[src/rtl/twin_word_tx.sv]
// twin_word_tx: serialises a pair of 8-bit words as one framed packet.
//   Frame: start(0) | d1 LSB-first | d2 LSB-first | [even parity] | stop(1),
//   each bit held DIV clock cycles.
// Optional feature: define TWIN_TX_PARITY_EN to insert an even-parity bit
//   (XOR of all 16 data bits) between the second word and the stop bit.
// Ports:
//   clk        - clock, rising edge
//   rst        - asynchronous active-low reset
//   d1, d2     - word pair, sampled only at the load handshake
//   load_valid - source offers a pair
//   load_ready - high only while idle
//   sdo        - registered serial output, idles high
//   busy       - high while a frame is in flight
//   done       - one-cycle pulse on the final stop-bit cycle
module twin_word_tx #(
  parameter int unsigned DIV = 4
) (
  input  logic       clk,
  input  logic       rst,
  input  logic [7:0] d1,
  input  logic [7:0] d2,
  input  logic       load_valid,
  output logic       load_ready,
  output logic       sdo,
  output logic       busy,
  output logic       done
);

  localparam int unsigned CW = (DIV > 1) ? $clog2(DIV) : 1;
  localparam logic [CW-1:0] CntLast = CW'(DIV - 1);

  localparam logic [2:0] StIdle   = 3'd0;
  localparam logic [2:0] StStart  = 3'd1;
  localparam logic [2:0] StData1  = 3'd2;
  localparam logic [2:0] StData2  = 3'd3;
  localparam logic [2:0] StParity = 3'd4;
  localparam logic [2:0] StStop   = 3'd5;

  logic [2:0]    state_q, state_d;
  logic [CW-1:0] cnt_q, cnt_d;
  logic [2:0]    idx_q, idx_d;
  logic [7:0]    sh1_q, sh1_d;
  logic [7:0]    sh2_q, sh2_d;
  logic          sdo_q, sdo_d;
  logic          bit_end;

`ifdef TWIN_TX_PARITY_EN
  logic par_q, par_d;
`endif

  assign bit_end = (cnt_q == CntLast);

  always_comb begin
    state_d = state_q;
    cnt_d   = cnt_q;
    idx_d   = idx_q;
    sh1_d   = sh1_q;
    sh2_d   = sh2_q;
    sdo_d   = sdo_q;
`ifdef TWIN_TX_PARITY_EN
    par_d   = par_q;
`endif

    // Bit-period counter free-runs in every non-idle state.
    if (state_q != StIdle) begin
      cnt_d = bit_end ? '0 : cnt_q + CW'(1);
    end

    case (state_q)
      StIdle: begin
        sdo_d = 1'b1;
        cnt_d = '0;
        idx_d = '0;
        if (load_valid) begin
          sh1_d   = d1;
          sh2_d   = d2;
          sdo_d   = 1'b0;
          state_d = StStart;
`ifdef TWIN_TX_PARITY_EN
          par_d   = ^{d1, d2};
`endif
        end
      end
      StStart: begin
        if (bit_end) begin
          sdo_d   = sh1_q[0];
          sh1_d   = sh1_q >> 1;
          idx_d   = '0;
          state_d = StData1;
        end
      end
      StData1: begin
        if (bit_end) begin
          if (idx_q == 3'd7) begin
            sdo_d   = sh2_q[0];
            sh2_d   = sh2_q >> 1;
            idx_d   = '0;
            state_d = StData2;
          end else begin
            sdo_d = sh1_q[0];
            sh1_d = sh1_q >> 1;
            idx_d = idx_q + 3'd1;
          end
        end
      end
      StData2: begin
        if (bit_end) begin
          if (idx_q == 3'd7) begin
            idx_d   = '0;
`ifdef TWIN_TX_PARITY_EN
            sdo_d   = par_q;
            state_d = StParity;
`else
            sdo_d   = 1'b1;
            state_d = StStop;
`endif
          end else begin
            sdo_d = sh2_q[0];
            sh2_d = sh2_q >> 1;
            idx_d = idx_q + 3'd1;
          end
        end
      end
`ifdef TWIN_TX_PARITY_EN
      StParity: begin
        if (bit_end) begin
          sdo_d   = 1'b1;
          state_d = StStop;
        end
      end
`endif
      StStop: begin
        if (bit_end) begin
          sdo_d   = 1'b1;
          state_d = StIdle;
        end
      end
      default: begin
        sdo_d   = 1'b1;
        cnt_d   = '0;
        idx_d   = '0;
        state_d = StIdle;
      end
    endcase
  end

  always_ff @(posedge clk or negedge rst) begin
    if (!rst) begin
      state_q <= StIdle;
      cnt_q   <= '0;
      idx_q   <= '0;
      sh1_q   <= '0;
      sh2_q   <= '0;
      sdo_q   <= 1'b1;
    end else begin
      state_q <= state_d;
      cnt_q   <= cnt_d;
      idx_q   <= idx_d;
      sh1_q   <= sh1_d;
      sh2_q   <= sh2_d;
      sdo_q   <= sdo_d;
    end
  end

`ifdef TWIN_TX_PARITY_EN
  always_ff @(posedge clk or negedge rst) begin
    if (!rst) begin
      par_q <= 1'b0;
    end else begin
      par_q <= par_d;
    end
  end
`endif

  // Status outputs decode the state register directly so an asynchronous
  // reset clears busy without waiting for a clock.
  assign load_ready = (state_q == StIdle);
  assign busy       = (state_q != StIdle);
  assign done       = (state_q == StStop) && bit_end;
  assign sdo        = sdo_q;

endmodule

[config.mk]
export PLATFORM = sky130hd
export DESIGN_NAME = twin_word_tx
export DESIGN_NICKNAME = d
export VERILOG_FILES = /design/src/rtl/twin_word_tx.sv
export SDC_FILE = /design/constraint.sdc
export NUM_CORES = 1
export LEC_CHECK = 0
export ABC_AREA = 1
export BUFFER_PORTS_ARGS = -buffer_cell sky130_fd_sc_hd__buf_2
export CAP_MARGIN = 20
export CORE_MARGIN = 3
export CORE_UTILIZATION = 50
export CTS_CLUSTER_SIZE = 24
export DETAILED_ROUTE_END_ITERATION = 12
export PLACE_DENSITY = 0.78
export SYNTH_ARGS = -nofsm -noshare
export SYNTH_HDL_FRONTEND = slang
export SYNTH_SLANG_ARGS = --single-unit
[constraint.sdc]
create_clock -name clk -period 2 [get_ports clk]
set_input_delay 0.3 -clock clk [delete_from_list [all_inputs] [get_ports clk]]
set_output_delay 0.3 -clock clk [all_outputs]
set_load 0.005 [all_outputs]
==> flow_summary.ini, run 1 <==
[synthesis]
synthTopCellsByArea = dfrtp_1, nand2_1, nand3_1
yosysSeqAreaShare_pct = 41.4
synthTopCellsByCount = nand2_1, nand3_1, dfrtp_1
syn_area_mm2 = 0.00151
ys_warn_count = 0
async_flop_share_pct = 100
syn_nets = 235
postSynthRegisterBits = 25
synth.largest_area_cell = dfrtp_1
synth_cell_types = 22
synth.avg_cell_area_um2 = 7.14
ys.flop_type = dfrtp_1
netlist_instances = 212
synth.most_common_cell = nand2_1
synth-edff-count = 0
netlist.area_leader.share_pct = 39.7

[clock_tree]
cts_tree = done
root_buffer = clkbuf_4
cts_made_buffers = 3
clock_sinks = 25
htree_levels = 1
cts.clk_slew.worst_paths_ns = 0.14
clk_path_buf_depth = 2
insertion_delay_ns = 0.32

[timing]
finalSetupTns_ns = 0
setup_violations = 0
fin_crit_ns = 1.84
worst_slew_pin_slew_ns = 0.557
skew_ns = 0.00785
relSlewSlack_pct = 62.9
hold-worst-slack_ns = 0.264
rsz0062_at_grt = false
max_freq_mhz = 544
slew_violations = 0
fin_crit_sh_pct = 91.9
finalHoldViolCount = 0

[finish]
diodes = 0
drive_gt1_share_pct = 19.7
syn2layout_area_growth_pct = 11.7
final_nets = 262
fillers = 275

[route]
via_per_inst = 5.09
drc = 0
vias = 1368
post_drt_wl_per_cell_um = 11.5
drtIter0Drc = 71
drt_wl_total_um = 3080
postRouteAntennaNets = 0
firstDrtPassIters = 4

[global_route]
grt_max_degree = 26
grt_pass1_vias = 1188
grt_pass1_wl_um = 5200
antenna_found_initial = 0
grtUsageTotal_pct = 18.8
grt_overflow_total = 0

[setup_path]
cp.arrival_ns = 1.54
cp-end-kind = primary output
path_cells = nand2_1, nor2_1, inv_1, nor2_1, buf_2
cpPeakStageDelay_ns = 0.56
path_max_fanout = 8
critPathKind = reg2out
critPathRequiredTime_ns = 1.70
startpoint_type = flop
cp_slowest_cell = dfrtp_1
cpMostUsedCell = nor2_1

[power]
powerDensity_mw_per_mm2 = 1700
ir_drop_uv = 833
p_leak_nw = 0.976

[place]
globalplace.congestion = 0.906
port_buffers = 22
dp_hpwl_um = 2140

[min_path]
hp-class = in2reg

[floorplanning]
start_util_pct = 53.5
row_count = 19
dieArea_mm2 = 0.00372
die_h_um = 61.0
die_width_um = 61.0
core_mm2 = 0.00283
pin_count = 23

[job]
drv_cap = 0

[status]
status = completed
[final cells by class]
type                    count  area, µm²  area share, %
repair buffers             26        143           8.44
clock buffers               3       22.5           1.33
well taps                  31       38.8           2.29
multi-input cells         167        793           46.9
clock inverters             1       5.00          0.296
flip-flops and latches     25        628           37.2
inverters                  16       60.1           3.55
[logic make-up after synthesis]
family / Yosys count / share of synthesized area (%)
fa+ha+maj: 4 / 3.31
flops: 25 / 41.4
simple gates: 156 / 45.9
buf+inv: 20 / 6.12
compound gates: 7 / 3.23
[what timing repair did]
| action | in CTS | in global routing |
|---|---|---|
| endpoints found under the hold margin | 24 | 0 |
| setup endpoints to repair | 0 | 1 |
| hold buffers | 1 | 0 |
| buffers inserted | 0 | 3 |
| gates resized for setup | 0 | 1 |
[final timing paths]
check | endpoint | depth (start not counted) | slack, ns | startpoint
max | done | 5 | 0.16 | state_q[0]$_DFFE_PN0P_
min | sh1_q[7]$_DFFE_PN0P_ | 5 | 0.26 | d1[7]
max reg2reg | sh1_q[6]$_DFFE_PN0P_ | 7 | 0.30 | idx_q[0]$_DFFE_PN0P_
min reg2reg | cnt_q[0]$_DFFE_PN0P_ | 1 | 0.45 | cnt_q[0]$_DFFE_PN0P_
max in group asynchronous | state_q[1]$_DFFE_PN0P_ | 2 | 1.13 | rst
min in group asynchronous | state_q[0]$_DFFE_PN0P_ | 2 | 0.48 | rst
[cell usage in the layout (no fill, tap or decap)]
cell type / Yosys / routed
nand2_1: 103 / 103
nand3_1: 26 / 26
dfrtp_1: 24 / 23
buf_2: 2 / 22
inv_1: 13 / 13
nor2_1: 13 / 13
nand2_2: 6 / 6
o21ai_0: 4 / 4
ha_1: 4 / 4
nor2_4: 3 / 3
clkbuf_4: 0 / 3
buf_4: 0 / 3
inv_2: 2 / 2
a21oi_4: 1 / 1
o21ai_1: 1 / 1
nand3_2: 1 / 1
nand2_4: 1 / 1
nand3_4: 1 / 1
nand4_2: 1 / 1
clkinv_1: 1 / 1
or2_1: 1 / 1
a21boi_0: 1 / 1
clkinv_2: 0 / 1
dlygate4sd3_1: 0 / 1
dfstp_2: 1 / 1
dfrtp_2: 0 / 1
[power by group]
part           internal [mW]  switching (mW)  total, mW  leakage [nW]
Combinational          0.591            1.14       1.73         0.644
Clock                 0.0750           0.154      0.229        0.0177
Sequential             0.754           0.166      0.920         0.314
[registers in the layout, indices dropped and copies added (netlist names)]
name     flops
cnt_q        2
state_q      3
idx_q        3
sh2_q        8
sh1_q        8
sdo          1
[worst max-delay path: cells and delay by family (launching register included)]
family | cells | cell delay (ns)
buffers and inverters | 2 | 0.19
DFF | 1 | 0.56
and+or+nand+nor | 3 | 0.46
[per-layer routing]
layer	routed length [µm]	part of all wire, %	global-route usage (%)
met4	63	2.0	6.50
met5	0	0	0
met2	1500	49	31.1
met3	146	4.7	4.47
met1	1370	45	23.9
[through the flow]
stage / power (mW) / worst slack, ns / cell area [µm²] / cells / utilization [%]
after floorplan: 2.28 / 0.505 / 1510 / 212 / -
after global placement: 2.58 / 0.421 / 1630 / 261 / 57.6
after detailed placement: 2.62 / 0.328 / 1630 / 261 / 57.6
after CTS: 2.86 / 0.0692 / 1670 / 266 / 58.9
after global routing: 3.22 / 0.0300 / 1690 / 269 / 59.8
final: 2.88 / 0.163 / 1690 / 269 / 59.8
(Power assumes the default switching activity.)
==> run 2, diff against run 1 <==
- clock period: 2 -> 2.15 ns (I/O delays scaled with it)
==> flow_summary.ini, run 2 (synthesized netlist as in run 1, its figures left out) <==
[status]
status = completed

[setup_path]
path_cells = inv_1, nand2_1, nor2_1, inv_1, nor2_1, buf_2
startpoint_type = flop
path_max_fanout = 12
cpPeakStageDelay_ns = 0.56
critPathRequiredTime_ns = 1.83
cp.arrival_ns = 1.63
cp_slowest_cell = dfrtp_1
cp-end-kind = primary output
critPathKind = reg2out

[clock_tree]
clk_path_buf_depth = 2
htree_levels = 1
root_buffer = clkbuf_4
cts.clk_slew.worst_paths_ns = 0.14
cts_resized = 0
cts_tree = done
holdBufCountCts = 1
insertion_delay_ns = 0.33
clock_sinks = 25
cts_made_buffers = 3
cts_setup_buffers = 0

[timing]
skew_ns = 0.00213
worst_slew_pin_slew_ns = 0.553
fin_crit_sh_pct = 91.0
max_freq_mhz = 511
finalSetupTns_ns = 0
finalHoldViolCount = 0
hold-worst-slack_ns = 0.266
setup_violations = 0
relSlewSlack_pct = 63.1
fin_crit_ns = 1.96
rsz0062_at_grt = false
slew_violations = 0

[floorplanning]
start_util_pct = 53.5
row_count = 19
pin_count = 23
die_h_um = 61.0
die_width_um = 61.0
dieArea_mm2 = 0.00372
core_mm2 = 0.00283

[global_route]
grt_pass1_vias = 1157
antenna_found_initial = 0
grt_overflow_total = 0
grt_pass1_wl_um = 5180
grt_max_degree = 26
grtUsageTotal_pct = 18.9

[route]
drc = 0
post_drt_wl_per_cell_um = 11.3
via_per_inst = 5.09
drt_wl_total_um = 3000
drtIter0Drc = 82
firstDrtPassIters = 4
postRouteAntennaNets = 0
vias = 1354

[power]
ir_drop_uv = 855
p_leak_nw = 0.962
sequentialPowerShare_pct = 33.0
powerDensity_mw_per_mm2 = 1580
pwr-share-clk_pct = 8.4
combPwrFrac_pct = 58.6
p_int_mw = 1.29
total_power_mw = 2.64
p_switching_mw = 1.35
sw_frac_of_total_pct = 51.2

[place]
globalplace.congestion = 0.907
dp_hpwl_um = 2140
placedInstanceArea_mm2 = 0.00163
port_buffers = 22

[finish]
diodes = 0
final_area_mm2 = 0.00167
fillers = 287
top_regs = sh1_q x8, sh2_q x8
layout_common_cells = nand2_1, nand3_1, dfrtp_1, buf_2
fin_util_pct = 58.9
layout_commonest_cell = nand2_1
drive_gt1_share_pct = 18.3
final_nets = 259
syn2layout_area_growth_pct = 10.2

[job]
drv_cap = 0

[min_path]
hp-class = in2reg
[run 2: cell count changes in the layout (fill, tap and decap cells not counted)]
| cell | change |
|---|---|
| buf_4 | -3 |
| dfrtp_1 | +1 |
| dfrtp_2 | -1 |
[run 2: worst paths after layout]
kind                                        startpoint              endpoint  slack [ns]  depth (start not counted)
worst max-delay path            state_q[1]$_DFFE_PN0P_                  done        0.19                          6
worst min-delay path                             d1[7]  sh1_q[7]$_DFFE_PN0P_        0.27                          5
worst max register to register    idx_q[0]$_DFFE_PN0P_  sh1_q[3]$_DFFE_PN0P_        0.46                          7
worst min register to register    cnt_q[0]$_DFFE_PN0P_  cnt_q[0]$_DFFE_PN0P_        0.45                          1
max in group asynchronous                          rst       sdo$_DFFE_PN1P_        1.29                          2
min in group asynchronous                          rst  sh1_q[0]$_DFFE_PN0P_        0.49                          2
[run 2: layer usage]
layer	GRT usage, %	part of all wire (%)	vias up	routed length, µm
met1	24.2	46	616	1370
met3	4.89	4.9	8	146
met4	8.05	2.3	0	68
li1	-	-	703	-
met5	0	0	-	0
met2	30.2	47	27	1420
[run 2: cell type report]
class                           count  area (µm²)  area share [%]
Inverter                           16        60.1            3.60
Clock inverter                      1        5.00           0.300
Tap cell                           31        38.8            2.33
Multi-Input combinational cell    167         793            47.6
Timing Repair Buffer               23         120            7.21
Sequential cell                    25         627            37.6
Clock buffer                        3        22.5            1.35
[run 2: worst max-delay path: cells and delay by family, from the launching register on]
kind                   cells  cell delay, ns
AND/OR/NAND/NOR            3            0.39
buffers and inverters      3            0.37
flip-flops                 1            0.56
[run 2: power groups by stage]
stage | combinational [mW] | clock, mW | sequential (mW)
5_1_grt | 1.81 | 0.249 | 0.899
2_1_floorplan | 1.31 | 0 | 0.807
4_1_cts | 1.57 | 0.225 | 0.869
3_5_place_dp | 1.56 | 0 | 0.877
3_3_place_gp | 1.53 | 0 | 0.873
6_report | 1.55 | 0.223 | 0.870
[run 2: stage by stage]
| step | instances | setup slack, ns |
|---|---|---|
| finish | 266 | 0.194 |
| global route | 266 | 0.0203 |
| CTS | 266 | 0.206 |
| detailed placement | 261 | 0.483 |
| global placement | 261 | 0.571 |
| floorplan | 212 | 0.655 |
